==> config.mk <==
export PLATFORM = sky130hd
export DESIGN_NAME = result_display_scan
export DESIGN_NICKNAME = d
export VERILOG_FILES = /design/src/rtl/seg_display_pkg.sv /design/src/rtl/hex_to_seven_seg.sv /design/src/rtl/result_display_scan.sv
export SDC_FILE = /design/constraint.sdc
export NUM_CORES = 1
export LEC_CHECK = 0
export CAP_MARGIN = 10
export CORE_UTILIZATION = 59
export DETAILED_ROUTE_END_ITERATION = 7
export GPL_ROUTABILITY_DRIVEN = 0
export PLACE_DENSITY = 0.92
export SYNTH_ARGS = -nofsm -noshare
export SYNTH_HDL_FRONTEND = slang
export SYNTH_SLANG_ARGS = --single-unit
==> constraint.sdc <==
create_clock -name clk -period 5.9 [get_ports clk]
set_input_delay 1.77 -clock clk [delete_from_list [all_inputs] [get_ports clk]]
set_output_delay 1.77 -clock clk [all_outputs]
set_load 0.03 [all_outputs]
==> src/rtl/seg_display_pkg.sv <==
// rtl/seg_display_pkg.sv - shared types and segment constants for the result display scanner
package seg_display_pkg;

    typedef enum logic [1:0] {
        ST_IDLE = 2'd0,
        ST_LOAD = 2'd1,
        ST_SCAN = 2'd2
    } state_t;

    // Segment order a..g maps to bit6..bit0, active-high.
    localparam logic [6:0] SEG_HEX_0 = 7'b1111110;
    localparam logic [6:0] SEG_HEX_1 = 7'b0110000;
    localparam logic [6:0] SEG_HEX_2 = 7'b1101101;
    localparam logic [6:0] SEG_HEX_3 = 7'b1111001;
    localparam logic [6:0] SEG_HEX_4 = 7'b0110011;
    localparam logic [6:0] SEG_HEX_5 = 7'b1011011;
    localparam logic [6:0] SEG_HEX_6 = 7'b1011111;
    localparam logic [6:0] SEG_HEX_7 = 7'b1110000;
    localparam logic [6:0] SEG_HEX_8 = 7'b1111111;
    localparam logic [6:0] SEG_HEX_9 = 7'b1111011;
    localparam logic [6:0] SEG_HEX_A = 7'b1110111;
    localparam logic [6:0] SEG_HEX_B = 7'b0011111;
    localparam logic [6:0] SEG_HEX_C = 7'b1001110;
    localparam logic [6:0] SEG_HEX_D = 7'b0111101;
    localparam logic [6:0] SEG_HEX_E = 7'b1001111;
    localparam logic [6:0] SEG_HEX_F = 7'b1000111;

    localparam logic [6:0] SEG_BLANK = 7'b0000000;
    localparam logic [6:0] SEG_NEG   = 7'b0000001;
    localparam logic [6:0] SEG_POS   = 7'b0000000;

endpackage

==> src/rtl/hex_to_seven_seg.sv <==
// rtl/hex_to_seven_seg.sv - combinational nibble to seven-segment encoder
module hex_to_seven_seg
    import seg_display_pkg::*;
(
    input  logic [3:0] nibble,
    output logic [6:0] seg
);

    always_comb begin
        seg = SEG_BLANK;
        case (nibble)
            4'h0: seg = SEG_HEX_0;
            4'h1: seg = SEG_HEX_1;
            4'h2: seg = SEG_HEX_2;
            4'h3: seg = SEG_HEX_3;
            4'h4: seg = SEG_HEX_4;
            4'h5: seg = SEG_HEX_5;
            4'h6: seg = SEG_HEX_6;
            4'h7: seg = SEG_HEX_7;
            4'h8: seg = SEG_HEX_8;
            4'h9: seg = SEG_HEX_9;
            4'hA: seg = SEG_HEX_A;
            4'hB: seg = SEG_HEX_B;
            4'hC: seg = SEG_HEX_C;
            4'hD: seg = SEG_HEX_D;
            4'hE: seg = SEG_HEX_E;
            4'hF: seg = SEG_HEX_F;
            default: seg = SEG_BLANK;
        endcase
    end

endmodule

==> src/rtl/result_display_scan.sv <==
// rtl/result_display_scan.sv - captures a result word and scans its hex digits onto one segment bus
module result_display_scan
    import seg_display_pkg::*;
#(
    parameter int DIGITS = 8,
    parameter int DWELL  = 4
) (
    input  logic        clk,
    input  logic        rst,
    input  logic        capture,
    input  logic [31:0] value,
    input  logic        signed_mode,
    input  logic        clear,
    output logic [6:0]  seg,
    output logic [6:0]  neg_seg,
    output logic [2:0]  digit_sel,
    output logic [7:0]  digit_en,
    output logic        busy,
    output logic        frame_done
);

    localparam int              DW_W       = (DWELL > 1) ? $clog2(DWELL) : 1;
    localparam logic [2:0]      LAST_DIGIT = 3'(DIGITS - 1);
    localparam logic [DW_W-1:0] LAST_DWELL = DW_W'(DWELL - 1);

    state_t          state, state_n;
    logic [31:0]     val, val_n;
    logic            smode, smode_n;
    logic            neg, neg_n;
    logic [31:0]     mag, mag_n;
    logic [2:0]      digit, digit_n;
    logic [DW_W-1:0] dwell, dwell_n;

    logic [3:0]      nibble_n;
    logic [6:0]      nibble_seg_n;
    logic            scan_n;
    logic [6:0]      seg_n, neg_seg_n;
    logic [2:0]      digit_sel_n;
    logic [7:0]      digit_en_n;
    logic            busy_n, frame_done_n;

    always_ff @(posedge clk) begin
        if (rst) begin
            state      <= ST_IDLE;
            val        <= '0;
            smode      <= 1'b0;
            neg        <= 1'b0;
            mag        <= '0;
            digit      <= '0;
            dwell      <= '0;
            seg        <= SEG_BLANK;
            neg_seg    <= SEG_BLANK;
            digit_sel  <= '0;
            digit_en   <= '0;
            busy       <= 1'b0;
            frame_done <= 1'b0;
        end else begin
            state      <= state_n;
            val        <= val_n;
            smode      <= smode_n;
            neg        <= neg_n;
            mag        <= mag_n;
            digit      <= digit_n;
            dwell      <= dwell_n;
            seg        <= seg_n;
            neg_seg    <= neg_seg_n;
            digit_sel  <= digit_sel_n;
            digit_en   <= digit_en_n;
            busy       <= busy_n;
            frame_done <= frame_done_n;
        end
    end

    always_comb begin
        state_n = state;
        val_n   = val;
        smode_n = smode;
        neg_n   = neg;
        mag_n   = mag;
        digit_n = digit;
        dwell_n = dwell;
        if (clear) begin
            state_n = ST_IDLE;
            val_n   = '0;
            smode_n = 1'b0;
            neg_n   = 1'b0;
            mag_n   = '0;
            digit_n = '0;
            dwell_n = '0;
        end else if (capture) begin
            state_n = ST_LOAD;
            val_n   = value;
            smode_n = signed_mode;
            digit_n = '0;
            dwell_n = '0;
        end else begin
            case (state)
                ST_LOAD: begin
                    neg_n   = smode & val[31];
                    mag_n   = (smode & val[31]) ? (~val + 32'd1) : val;
                    digit_n = '0;
                    dwell_n = '0;
                    state_n = ST_SCAN;
                end
                ST_SCAN: begin
                    if (dwell == LAST_DWELL) begin
                        dwell_n = '0;
                        digit_n = (digit == LAST_DIGIT) ? 3'd0 : digit + 3'd1;
                    end else begin
                        dwell_n = dwell + DW_W'(1);
                    end
                end
                default: ;
            endcase
        end
    end

    // Outputs are registered from next-state values so they line up with the state they describe.
    assign nibble_n = 4'(mag_n >> {digit_n, 2'b00});

    hex_to_seven_seg u_hex_to_seven_seg (
        .nibble (nibble_n),
        .seg    (nibble_seg_n)
    );

    always_comb begin
        scan_n       = (state_n == ST_SCAN);
        seg_n        = scan_n ? nibble_seg_n : SEG_BLANK;
        neg_seg_n    = (scan_n && neg_n) ? SEG_NEG : SEG_POS;
        digit_sel_n  = scan_n ? digit_n : 3'd0;
        digit_en_n   = scan_n ? (8'd1 << digit_n) : 8'd0;
        busy_n       = (state_n != ST_IDLE);
        frame_done_n = scan_n && (digit_n == LAST_DIGIT) && (dwell_n == LAST_DWELL);
    end

endmodule

== After elaboration in Yosys (flattened, before gate mapping) ==
Memories as Yosys holds them, arrays and structs flattened. A register that Yosys moved wholly into a read port is not among the register bits.
Index checks and enable logic that the tools add are counted.

* Input port bits: 37
* Memories kept: 1
* Memory bits (read-only): 112
* Word-level logic and storage cells: 54
* Register bits after elaboration: 93

{| class="wikitable"
|+ Memories
! memory !! depth !! bits a word !! read ports !! clocked after memory_dff !! write ports !! RTL line !! source
|-
| (no name shown) || 16 || 7 || 1 || 1 || 0 || hex_to_seven_seg.sv:11 || <nowiki>case (nibble)</nowiki>
|}

* Shift operators: 2
* Bitwise gates (word level): 3
* Reductions and logical operators: 6
* Multiplexer cells: 20
* Eq/ne operators: 7
* $add $sub $neg: 3

{| class="wikitable"
|+ Operators by type and width
! cell !! count
|-
| $mux 32 || 4
|-
| $add 32x1->32 const B || 1
|-
| $not 32->32 || 1
|-
| $shr 32x5->4 || 1
|-
| $mux 2 || 6
|-
| $mux 3 || 4
|-
| $eq 2x2->1 const B || 4
|-
| $shl 1x3->8 const A || 1
|-
| $eq 3x3->1 const B || 2
|-
| $pmux 3 s2 || 1
|-
| $mux 1 || 4
|-
| $pmux 2 s2 || 1
|-
| $reduce_or 2->1 || 2
|-
| $add 3x1->3 const B || 1
|-
| $logic_and 1x1->1 || 3
|-
| $add 2x1->2 const B || 1
|-
| $eq 2x1->1 const B || 1
|-
| $reduce_bool 2->1 || 1
|-
| $and 1x1->1 || 1
|-
| $not 1->1 || 1
|}

== Longest topological paths before layout ==
Gate-level depths: netlist (run 1).

* Depth in word-level cells: 9
* Mapped depth: 16
* Gate-level depth less buffers: 14

== Hierarchy ==
Synthesis (run 1) repeated with hierarchy kept, for this count alone.

* Cells, all modules: 560
* Area total of the unflattened synthesis: 5016.1 sq um

{| class="wikitable"
|+ By module, submodules not included
! module !! cells an instance !! instances !! seq. area each (sq um) !! area each (sq um)
|-
| result_display_scan || 527 || 1 || 1881.8 || 4727.0
|-
| hex_to_seven_seg || 33 || 1 || 0.0 || 289.0
|}

== Worst setup path before layout (run 1) ==
OpenSTA, ideal clock, no wires.

* Path type: input to register
* Start point: in capture
* End point: reg seg[0]
* Required time: 5814 ps
* Path buffers: 3
* Path slack: 1310 ps
* Stages on the path: 11
* Library setup time: 86 ps
* Data arrival time: 4504 ps
* Cell sequence: nor2b_1 > clkbuf_1 > buf_1 > clkbuf_1 > mux2i_1 > o32ai_1 > o31ai_1 > inv_1 > ha_1 > mux2_2 > a221oi_2

* Cells in the longest elaborated chain, start to end: 5
* Elaborated cells between the ends (all ways): 10

{| class="wikitable"
|+ RTL lines
! item !! RTL line !! source
|-
| from (decl) || result_display_scan.sv:10 || <nowiki>input logic capture,</nowiki>
|-
| parallel branches: the longest is 5 deep, another holds $mux 32 || n/a ||
|-
| to (decl) || result_display_scan.sv:14 || <nowiki>output logic [6:0] seg,</nowiki>
|}

Several ways; the timed one is not identified.
A chain may end at the register's enable or synchronous reset.

== Final worst setup path (run 1) ==
* Start point: in clear
* End point: reg seg[6]

* Cells in the longest elaborated chain, start to end: 4
* Elaborated cells between the ends (all ways): 7

{| class="wikitable"
|+ RTL lines
! item !! RTL line !! source
|-
| from (decl) || result_display_scan.sv:13 || <nowiki>input logic clear,</nowiki>
|-
| parallel branches: the longest is 4 deep, another holds $mux 32 || n/a ||
|}

Several ways; the timed one is not identified.

==> out/qor.txt, run 1 <==
ys flop type: dfxtp_1
PostCTS Resize Cnt: 0
unrepaired setup endpoints after global routing: false
sequential share of the synthesized area: 0.382
mux contribution to synthesized area: 0.0967
Top Usage Layer GRT: met2
distinct cell type count after synthesis: 75
CP endpoint kind: flop
DR vias: 4,644
vias in the first global route: 4,439
pwr/cell area: 216 nW/µm²
status: complete, no violations
Reg2Reg Depth: 12
routing usage on met3: 0.0585
critical path class: input port to flop
main combinational cell family by area after synthesis: simple AND/OR/NAND/NOR gates
DR iter-0 viols: 711
final hold viol count: 0
Max FO, Critical Path: 9
WL/cell: 17.7 µm
share of cells above drive strength 1: 0.0724
Post-synth EDFFs: 0
WHS Endpoint: mag[25]
placed insts: 695
Critical Path Source Type: input port
reg2reg setup slack: 1.57 ns
largest net degree at the start of global routing: 60
Hold Startpoint: mag[25]
Residual DRC: 0
Final Non-Filler Cells: 710
crit path cell chain: clkdlybuf4s50_1 -> nor2_1 -> o211ai_1 -> nand2_1 -> nor2_1 -> a221o_1 -> a221oi_1 -> a211o_1 -> inv_1 -> ha_1 -> or4_1 -> o211ai_2
simple-gate share of the synthesized area: 0.231
dpl hpwl: 9.04 mm
Final Util: 0.722
YS warnings: 0
CTS clock-pin slew for the worst setup and hold paths: 0.08 ns
Leak: 2.21 nW
# hold bufs at CTS: 0
most frequent cell on the critical path: nor2_1
TritonCTS clock tree: built
Clk Latency, worst-skew pair: 0.36 ns
Worst EP arrival: 5.37 ns
Final min period: 5.07 ns
Least-Margin Pin Slew: 1.13 ns
Synth Area in Adders: 0.0381
Setup Buffers After CTS: 0
clk root buf: clkbuf_8
Final #Nets: 656
Die Area: 8730 µm²
Tcrit/Tclk final: 0.859
Req. time, crit path: 6.20 ns
Fmax: 197 MHz
chip height: 93.4 µm
die width: 93.4 µm
grt total ovfl: 0
Clock Path Buffers: 2
GRT met1 Usage: 0.366
Num Clock Sinks: 94
Avg Vias per Cell: 6.54
compound-cell area share of the yosys netlist: 0.168
Yosys reg bits: 94
Slew Limit Fails: 0
setup TNS: 0 ns
number of routed nets with antenna violations: 0
final setup fails: 0
starting density of the core: 0.625
crit path max-delay cell type: or4_1
First-pass DRT Iterations: 8
io pins: 64
peak supply drop: 0.176 mV
GR Util All Layers: 0.302
Hold Path Depth: 2
number of port buffers: 57
total CTS buffers: 9
FF-to-FF Start: val[18]
Syn Inst Count: 564
biggest cell delay along the critical path: 0.58 ns
area delta synth->final: 15.4%
H-tree Lvls: 3
clk_skew: 0.0116 ns
slew margin rel.: 0.244
area of the core: 7890 µm²
asr flop ratio synth: 0
RR Endpoint: seg[5]
met2 usage: 0.517
initial antenna violation count: 0
XOR/XNOR share of the synthesized area: 0.0337
Syn Area/Cell: 8.75 µm²
first-pass GRT wire length: 20.9 mm
post-synth design cell area: 4930 µm²
Max-Cap Viols: 0
Routed WL: 12.6 mm
antenna cells: 0
num rows: 32
Hold WC Path Type: flop to flop
-- per-layer routing --
layer	routed length (µm)	vias to the layer above	part of all wire
li1	-	2104	-
met1	4980	2187	0.40
met2	6070	301	0.48
met3	1160	52	0.092
met4	390	0	0.031
met5	0	-	0
-- cell usage in the layout, fill, tap and decap left out, types with 7 or more instances in the layout --
cell type	synthesis	final
clkbuf_8	0	10
xnor2_1	10	10
nand2_1	26	26
nor3_1	20	20
buf_4	6	8
nor2_1	102	102
nand3_1	9	9
a31oi_1	8	8
dfxtp_1	94	94
inv_1	14	14
o21ai_0	12	12
a211oi_1	9	9
nor2b_1	11	10
clkdlybuf4s50_1	0	56
nor4_1	7	7
a221oi_1	9	9
a21oi_1	13	13
ha_1	15	15
xor2_1	9	9
mux2i_1	42	42
-- worst max path at each step --
| stage | slack [ns] | endpoint | cells past startpoint | start |
|---|---|---|---|---|
| 6_report | 0.83 | seg[6] | 12 | clear |
| 5_1_grt | 0.60 | seg[5] | 13 | clear |
| 4_1_cts | 0.95 | seg[6] | 12 | clear |
| 3_5_place_dp | 0.61 | seg[6] | 12 | clear |
| 3_3_place_gp | 0.88 | seg[6] | 12 | clear |
| 2_1_floorplan | 1.31 | seg[0] | 11 | capture |
-- cells in the mapped netlist, drive strengths merged (5+ instances only) --
| master | count | area [µm²] |
|---|---|---|
| a211o | 5 | 43.8 |
| a211oi | 9 | 67.6 |
| a21oi | 13 | 65.1 |
| a221oi | 10 | 93.8 |
| a31oi | 8 | 50.1 |
| and3 | 5 | 31.3 |
| buf | 21 | 121 |
| clkbuf | 20 | 75.1 |
| dfxtp | 94 | 1880 |
| ha | 15 | 188 |
| inv | 14 | 52.6 |
| mux2 | 5 | 56.3 |
| mux2i | 42 | 420 |
| nand2 | 26 | 97.6 |
| nand3 | 9 | 45.0 |
| nand4 | 5 | 46.3 |
| nor2 | 103 | 394 |
| nor2b | 11 | 68.8 |
| nor3 | 20 | 100 |
| nor4 | 11 | 103 |
| o211ai | 6 | 50.1 |
| o21ai | 15 | 78.8 |
| o31ai | 5 | 37.5 |
| o41ai | 5 | 43.8 |
| or4 | 6 | 52.6 |
| xnor2 | 10 | 87.6 |
| xor2 | 9 | 78.8 |
-- through the flow --
step	total power, mW	area, µm²	setup slack (ns)	hold WS (ns)
floorplan	0.774	4950	1.31	0.461
global placement	0.816	5510	0.878	0.481
detailed placement	0.822	5510	0.612	0.491
CTS	1.22	5690	0.946	0.504
global route	1.27	5690	0.603	0.526
finish	1.23	5690	0.830	0.504
-- cell type report --
class,count,area [µm²]
Clock buffer,14,153
Clock inverter,1,30.0
Fill cell,578,2190
Inverter,14,52.6
Multi-Input combinational cell,420,2820
Sequential cell,94,1880
Tap cell,102,128
Timing Repair Buffer,65,626
-- worst max-delay path: cells and delay by family --
| family | cells | cell delay [ns] |
|---|---|---|
| AOI/OAI and AO/OA | 5 | 1.34 |
| adders and majority gates | 1 | 0.26 |
| buffers and inverters | 2 | 0.57 |
| and+or+nand+nor | 4 | 1.43 |
-- flip-flops by register name (all words and copies together), names as in the netlist, 2 cells and up --
signal,flops
digit_sel,3
digit,3
mag,32
seg,7
dwell,2
state,2
val,32
digit_en,8
-- kinds of logic after synthesis --
logic type      after synthesis
compound gates              111
other cells                   1
simple gates                222
fa+ha+maj                    15
mux                          47
xor+xnor                     19
buf+inv                      55
flops                        94
-- power breakdown --
group          switching [mW]  internal [mW]  total, mW
Clock                   0.211          0.206      0.418
Combinational          0.0884         0.0647      0.153
Sequential             0.0139          0.645      0.658
Total                   0.314          0.916       1.23
Power figures use the tool's default switching activity.
==> run 2, diff against run 1 <==
--- a/config.mk
+++ b/config.mk
@@ -9,6 +9,7 @@
 export CORE_UTILIZATION = 59
 export DETAILED_ROUTE_END_ITERATION = 7
 export GPL_ROUTABILITY_DRIVEN = 0
+export GPL_TIMING_DRIVEN = 0
 export PLACE_DENSITY = 0.92
 export SYNTH_ARGS = -nofsm -noshare
 export SYNTH_HDL_FRONTEND = slang
==> run 2 against run 1 <==
Effect of this change:
- first-iteration DRC count down 22%
- hold slack worse by 0.00068 ns
- die area unchanged
- global-route usage up 2.1 points
- critical path type unchanged
- largest cell class unchanged
- largest power group unchanged
==> out/qor.txt, run 2 (synthesis gave the netlist of run 1 again) <==
critical path class: input port to flop
fillers: 562 (-2.8%)
sequential cell area: 1880 µm² (unchanged)
DR iter-0 viols: 557 (-22%)
Clock Path Buffers: 2 (unchanged)
H-tree Lvls: 3 (unchanged)
Hold WC Path Type: flop to flop
combinational share of power: 0.137 (+0.012)
Clk Latency, worst-skew pair: 0.36 ns (about the same)
antenna cells: 0 (unchanged)
commonest non-fill, non-tap cells in the layout: nor2_1, dfxtp_1, clkdlybuf4s50_1, mux2i_1, nand2_1
Clock Power Share: 0.319 (-0.021)
Die Area: 8730 µm² (unchanged)
final hold viol count: 0 (unchanged)
DR vias: 4,773 (+2.8%)
CTS clock-pin slew for the worst setup and hold paths: 0.09 ns (about the same)
P_int: 878 µW (-4.1%)
share of cells above drive strength 1: 0.0794 (+0.00707)
Final min period: 5.60 ns (+0.535 ns)
Least-Margin Pin Slew: 0.935 ns (-0.199 ns)
area of the core: 7890 µm² (unchanged)
Avg Vias per Cell: 6.42 (-1.9%)
TritonCTS clock tree: built
clk_skew: 0.00632 ns (-0.00533 ns)
Tcrit/Tclk final: 0.950 (+0.0907)
Seq pwr share: 0.543 (+0.007)
Routed WL: 13.2 mm (+5.0%)
final setup fails: 0 (unchanged)
Final #Nets: 689 (+5.0%)
First-pass DRT Iterations: 7 (-1)
io pins: 64 (unchanged)
peak supply drop: 0.130 mV (-26%)
Fmax: 178 MHz (-9.5%)
slew margin rel.: 0.371 (+0.127)
total CTS buffers: 9 (unchanged)
Leak: 2.26 nW (+2.6%)
dpl hpwl: 9.82 mm (+8.6%)
placed insts: 728 (+4.7%)
Final Util: 0.738 (+0.0165)
vias in the first global route: 4,541 (+2.3%)
clk root buf: clkbuf_8
Residual DRC: 0 (unchanged)
Num Clock Sinks: 94 (unchanged)
unrepaired setup endpoints after global routing: false
Slew Limit Fails: 0 (unchanged)
starting density of the core: 0.625 (unchanged)
CP endpoint kind: flop
Critical Path Source Type: input port
Worst EP arrival: 5.87 ns (+0.50 ns)
Max FO, Critical Path: 10 (+1)
grt total ovfl: 0 (unchanged)
area delta synth->final: 18.1%
pwr/cell area: 208 nW/µm² (-3.8%)
WL/cell: 17.8 µm (+0.20%)
initial antenna violation count: 0 (unchanged)
chip height: 93.4 µm (unchanged)
multi-input logic area: 2830 µm² (about the same)
GR Util All Layers: 0.322 (+0.0209)
Final Non-Filler Cells: 744 (+4.8%)
status: complete, no violations
number of port buffers: 57 (unchanged)
Req. time, crit path: 6.17 ns (-0.03 ns)
post-route cell area: 5820 µm² (+2.3%)
Max-Cap Viols: 0 (unchanged)
die width: 93.4 µm (unchanged)
commonest non-fill, non-tap cell in the layout: nor2_1
number of routed nets with antenna violations: 0 (unchanged)
largest net degree at the start of global routing: 15 (-75%)
Switching Share: 0.274 (+0.0184)
Placement Cell Area: 5650 µm² (+2.5%)
first-pass GRT wire length: 21.9 mm (+5.2%)
total net switching power: 331 µW (+5.5%)
Setup Buffers After CTS: 0 (unchanged)
num rows: 32 (unchanged)
Largest regs: mag x32, val x32, digit_en x8
==> run 2: metrics by stage <==
step                worst slack (ns)  hold slack (ns)  total power, mW  setup TNS [ns]
floorplan                       1.31            0.461            0.774               0
global placement              -0.146            0.483            0.826          -0.342
detailed placement            -0.269            0.488            0.832           -1.14
CTS                           0.0955            0.501             1.21               0
global route                  0.0613            0.540             1.25               0
finish                         0.295            0.503             1.21               0
==> run 2: layout make-up <==
| cell class | count | share of cell area |
|---|---|---|
| clock buffers | 12 | 0.0249 |
| clock inverters | 4 | 0.00387 |
| inverters | 14 | 0.00902 |
| plain buffers | 41 | 0.0339 |
| repair buffers | 57 | 0.0980 |
| multi-input cells | 420 | 0.485 |
| well taps | 102 | 0.0219 |
| flip-flops and latches | 94 | 0.323 |
==> run 2: worst paths after layout <==
path	start	to	slack [ns]	cells after the start
worst max-delay path	capture	seg[1]	0.30	13
worst min-delay path	mag[20]	mag[20]	0.50	2
worst max register to register	state[1]	seg[1]	1.49	14
worst min register to register	mag[20]	mag[20]	0.50	2
==> run 2: power by group through the flow <==
stage	clock network, mW	registers (mW)	logic [mW]
6_report	0.386	0.657	0.166
4_1_cts	0.386	0.657	0.162
3_3_place_gp	0	0.671	0.155
5_1_grt	0.414	0.658	0.179
3_5_place_dp	0	0.671	0.160
2_1_floorplan	0	0.670	0.104
==> run 2: layer usage <==
metal	vias to the layer above	GRT usage	part of all wire
met5	-	0	0
met3	71	0.0764	0.10
met4	0	0.173	0.041
met1	2209	0.394	0.40
met2	314	0.524	0.46
li1	2179	-	-
==> run 2: worst max-delay path: stages <==
cell             delay, ns
clkdlybuf4s50_1       0.46
nor2b_1               0.42
clkbuf_1              0.48
buf_1                 0.48
clkbuf_2              0.36
mux2i_1               0.37
o32ai_1               0.16
o31ai_2               0.43
inv_1                 0.17
ha_1                  0.26
inv_1                 0.11
mux2i_1               0.08
a221oi_1              0.29
==> run 2: repair_timing <==
action,in CTS,in global routing
endpoints found under the setup margin,0,6
gates resized for setup,0,3
hold buffers,0,0
==> run 3, diff against run 2 <==
--- a/config.mk
+++ b/config.mk
@@ -6,11 +6,12 @@
 export NUM_CORES = 1
 export LEC_CHECK = 0
 export CAP_MARGIN = 10
-export CORE_UTILIZATION = 59
+export CORE_UTILIZATION = 56
+export CTS_CLUSTER_SIZE = 10
 export DETAILED_ROUTE_END_ITERATION = 7
 export GPL_ROUTABILITY_DRIVEN = 0
 export GPL_TIMING_DRIVEN = 0
-export PLACE_DENSITY = 0.92
+export PLACE_DENSITY = 0.89
 export SYNTH_ARGS = -nofsm -noshare
 export SYNTH_HDL_FRONTEND = slang
 export SYNTH_SLANG_ARGS = --single-unit
==> constraint.sdc (replaced) <==
create_clock -name clk -period 5.3 [get_ports clk]
set_input_delay 1.59 -clock clk [delete_from_list [all_inputs] [get_ports clk]]
set_output_delay 1.59 -clock clk [all_outputs]
set_load 0.03 [all_outputs]
==> run 3 against run 2 <==
Effect of this change:
- sequential power is 11% higher
- register-to-register slack worse by 0.55 ns
- die area is 5.2% higher
- flip-flop and latch count stayed put
- highest routed layer unchanged
==> out/qor.txt, run 3 (synthesis gave the netlist of run 1 again) <==
status: complete, no violations
CTS clock-pin slew for the worst setup and hold paths: 0.09 ns (about the same)
io pins: 64 (unchanged)
H-tree Lvls: 3 (unchanged)
grt total ovfl: 0 (unchanged)
Num Clock Sinks: 94 (unchanged)
commonest non-fill, non-tap cells in the layout: nor2_1, dfxtp_1, clkdlybuf4s50_1, mux2i_1, nand2_1
WL/cell: 17.8 µm (-0.12%)
Fmax: 196 MHz
commonest non-fill, non-tap cell in the layout: nor2_1
TritonCTS clock tree: built
die width: 95.9 µm (+2.6%)
Tcrit/Tclk final: 0.961
Worst EP arrival: 5.38 ns (-0.49 ns)
clk_skew: 0.0182 ns (+0.0119 ns)
area of the core: 8380 µm² (+6.3%)
Leak: 2.29 nW (+1.1%)
share of cells above drive strength 1: 0.0874 (+0.00792)
DR iter-0 viols: 611 (+9.7%)
setup TNS: 0 ns (unchanged)
Critical Path Source Type: input port
Hold WC Path Type: flop to flop
CP endpoint kind: flop
unrepaired setup endpoints after global routing: false
antenna cells: 0 (unchanged)
Max-Cap Viols: 0 (unchanged)
peak supply drop: 0.188 mV (+44%)
Req. time, crit path: 5.58 ns (-0.59 ns)
Reg2Reg Depth: 14 (unchanged)
reg2reg setup slack: 0.94 ns (-0.55 ns)
Clock Path Buffers: 2 (unchanged)
Final #Nets: 689 (unchanged)
# hold bufs at CTS: 0 (unchanged)
critical path class: input port to flop
post-route cell area: 5890 µm² (+1.1%)
number of port buffers: 57 (unchanged)
First-pass DRT Iterations: 6 (-1)
dpl hpwl: 9.74 mm (-0.83%)
Residual DRC: 0 (unchanged)
final setup fails: 0 (unchanged)
CP endpoint: seg[1]
Largest regs: mag x32, val x32, digit_en x8
Placement Cell Area: 5650 µm² (about the same)
FF-to-FF Start: state[0]
final hold viol count: 0 (unchanged)
Routed WL: 13.2 mm (+0.14%)
Setup Buffers After CTS: 0 (unchanged)
RR Endpoint: seg[6]
total power: 1.45 mW (+20%)
total CTS buffers: 9 (unchanged)
area delta synth->final: 19.4%
Die Area: 9190 µm² (+5.2%)
pwr/cell area: 246 nW/µm² (+19%)
vias in the first global route: 4,456 (-1.9%)
clk root buf: clkbuf_8
Avg Vias per Cell: 6.51 (+1.5%)
Clk Latency, worst-skew pair: 0.38 ns (+0.02 ns)
initial antenna violation count: 0 (unchanged)
chip height: 95.9 µm (+2.6%)
Final WS setup: 0.206 ns (-0.0891 ns)
Final min period: 5.09 ns
placed insts: 731 (+0.41%)
starting density of the core: 0.588 (-0.0369)
GR Util All Layers: 0.304 (-0.0180)
slew margin rel.: 0.345 (-0.0255)
number of routed nets with antenna violations: 0 (unchanged)
largest net degree at the start of global routing: 16 (+1)
Slew Limit Fails: 0 (unchanged)
num rows: 33 (+3.1%)
DP Worst Slack: -0.661 ns (-0.392 ns)
Max FO, Critical Path: 10 (unchanged)
Least-Margin Pin Slew: 0.973 ns (+0.0379 ns)
Final Non-Filler Cells: 746 (+0.27%)
first-pass GRT wire length: 21.4 mm (-2.6%)
DR vias: 4,858 (+1.8%)
crit path launch: capture
-- run 3: what timing repair did --
| item | CTS | global route |
|---|---|---|
| pin swaps | 0 | 0 |
| endpoints found under the setup margin | 6 | 5 |
| gates resized for setup | 2 | 6 |
-- run 3: critical path: stages --
cell and delay (ns):
clkdlybuf4s50_1 0.48, nor2b_2 0.31, clkbuf_2 0.32, buf_1 0.42
clkbuf_2 0.35, mux2i_1 0.31, o32ai_1 0.16, o31ai_2 0.49
inv_1 0.18, ha_1 0.26, inv_1 0.12, mux2i_1 0.09
a221oi_1 0.29
-- run 3: worst min-delay path by stage --
stage,start,end,slack [ns],cells after the start
after CTS,mag[28],mag[28],0.50,2
final,mag[28],mag[28],0.51,2
after floorplan,mag[0],mag[0],0.46,2
after global placement,mag[25],mag[25],0.48,2
after global routing,mag[25],mag[25],0.52,2
after detailed placement,mag[28],mag[28],0.48,2
-- run 3: metrics by stage --
step	hold WS, ns	utilization
after global routing	0.518	0.702
after floorplan	0.461	-
after CTS	0.500	0.702
after global placement	0.482	0.674
after detailed placement	0.483	0.674
final	0.507	0.702
-- run 3: cell type report --
cell class,instances,area [µm²]
sequential,94,1880
buffer,41,200
clock buffer,10,138
clock inverter,5,83.8
multi-input combinational,420,2830
fill,627,2490
inverter,14,52.6
tap,105,131
timing repair buffer,57,571
-- run 3: power breakdown --
part           total, mW  switching, mW  internal (mW)
clock              0.534          0.257          0.277
combinational      0.186          0.107         0.0789
sequential         0.731         0.0138          0.718
total               1.45          0.377           1.07
-- run 3: layer usage --
| metal | vias up | GRT usage | routed length (µm) |
|---|---|---|---|
| met5 | - | 0.0119 | 0 |
| met4 | 0 | 0.152 | 513 |
| met3 | 74 | 0.0537 | 1310 |
| met2 | 357 | 0.483 | 6080 |
| met1 | 2245 | 0.397 | 5340 |
| li1 | 2182 | - | - |
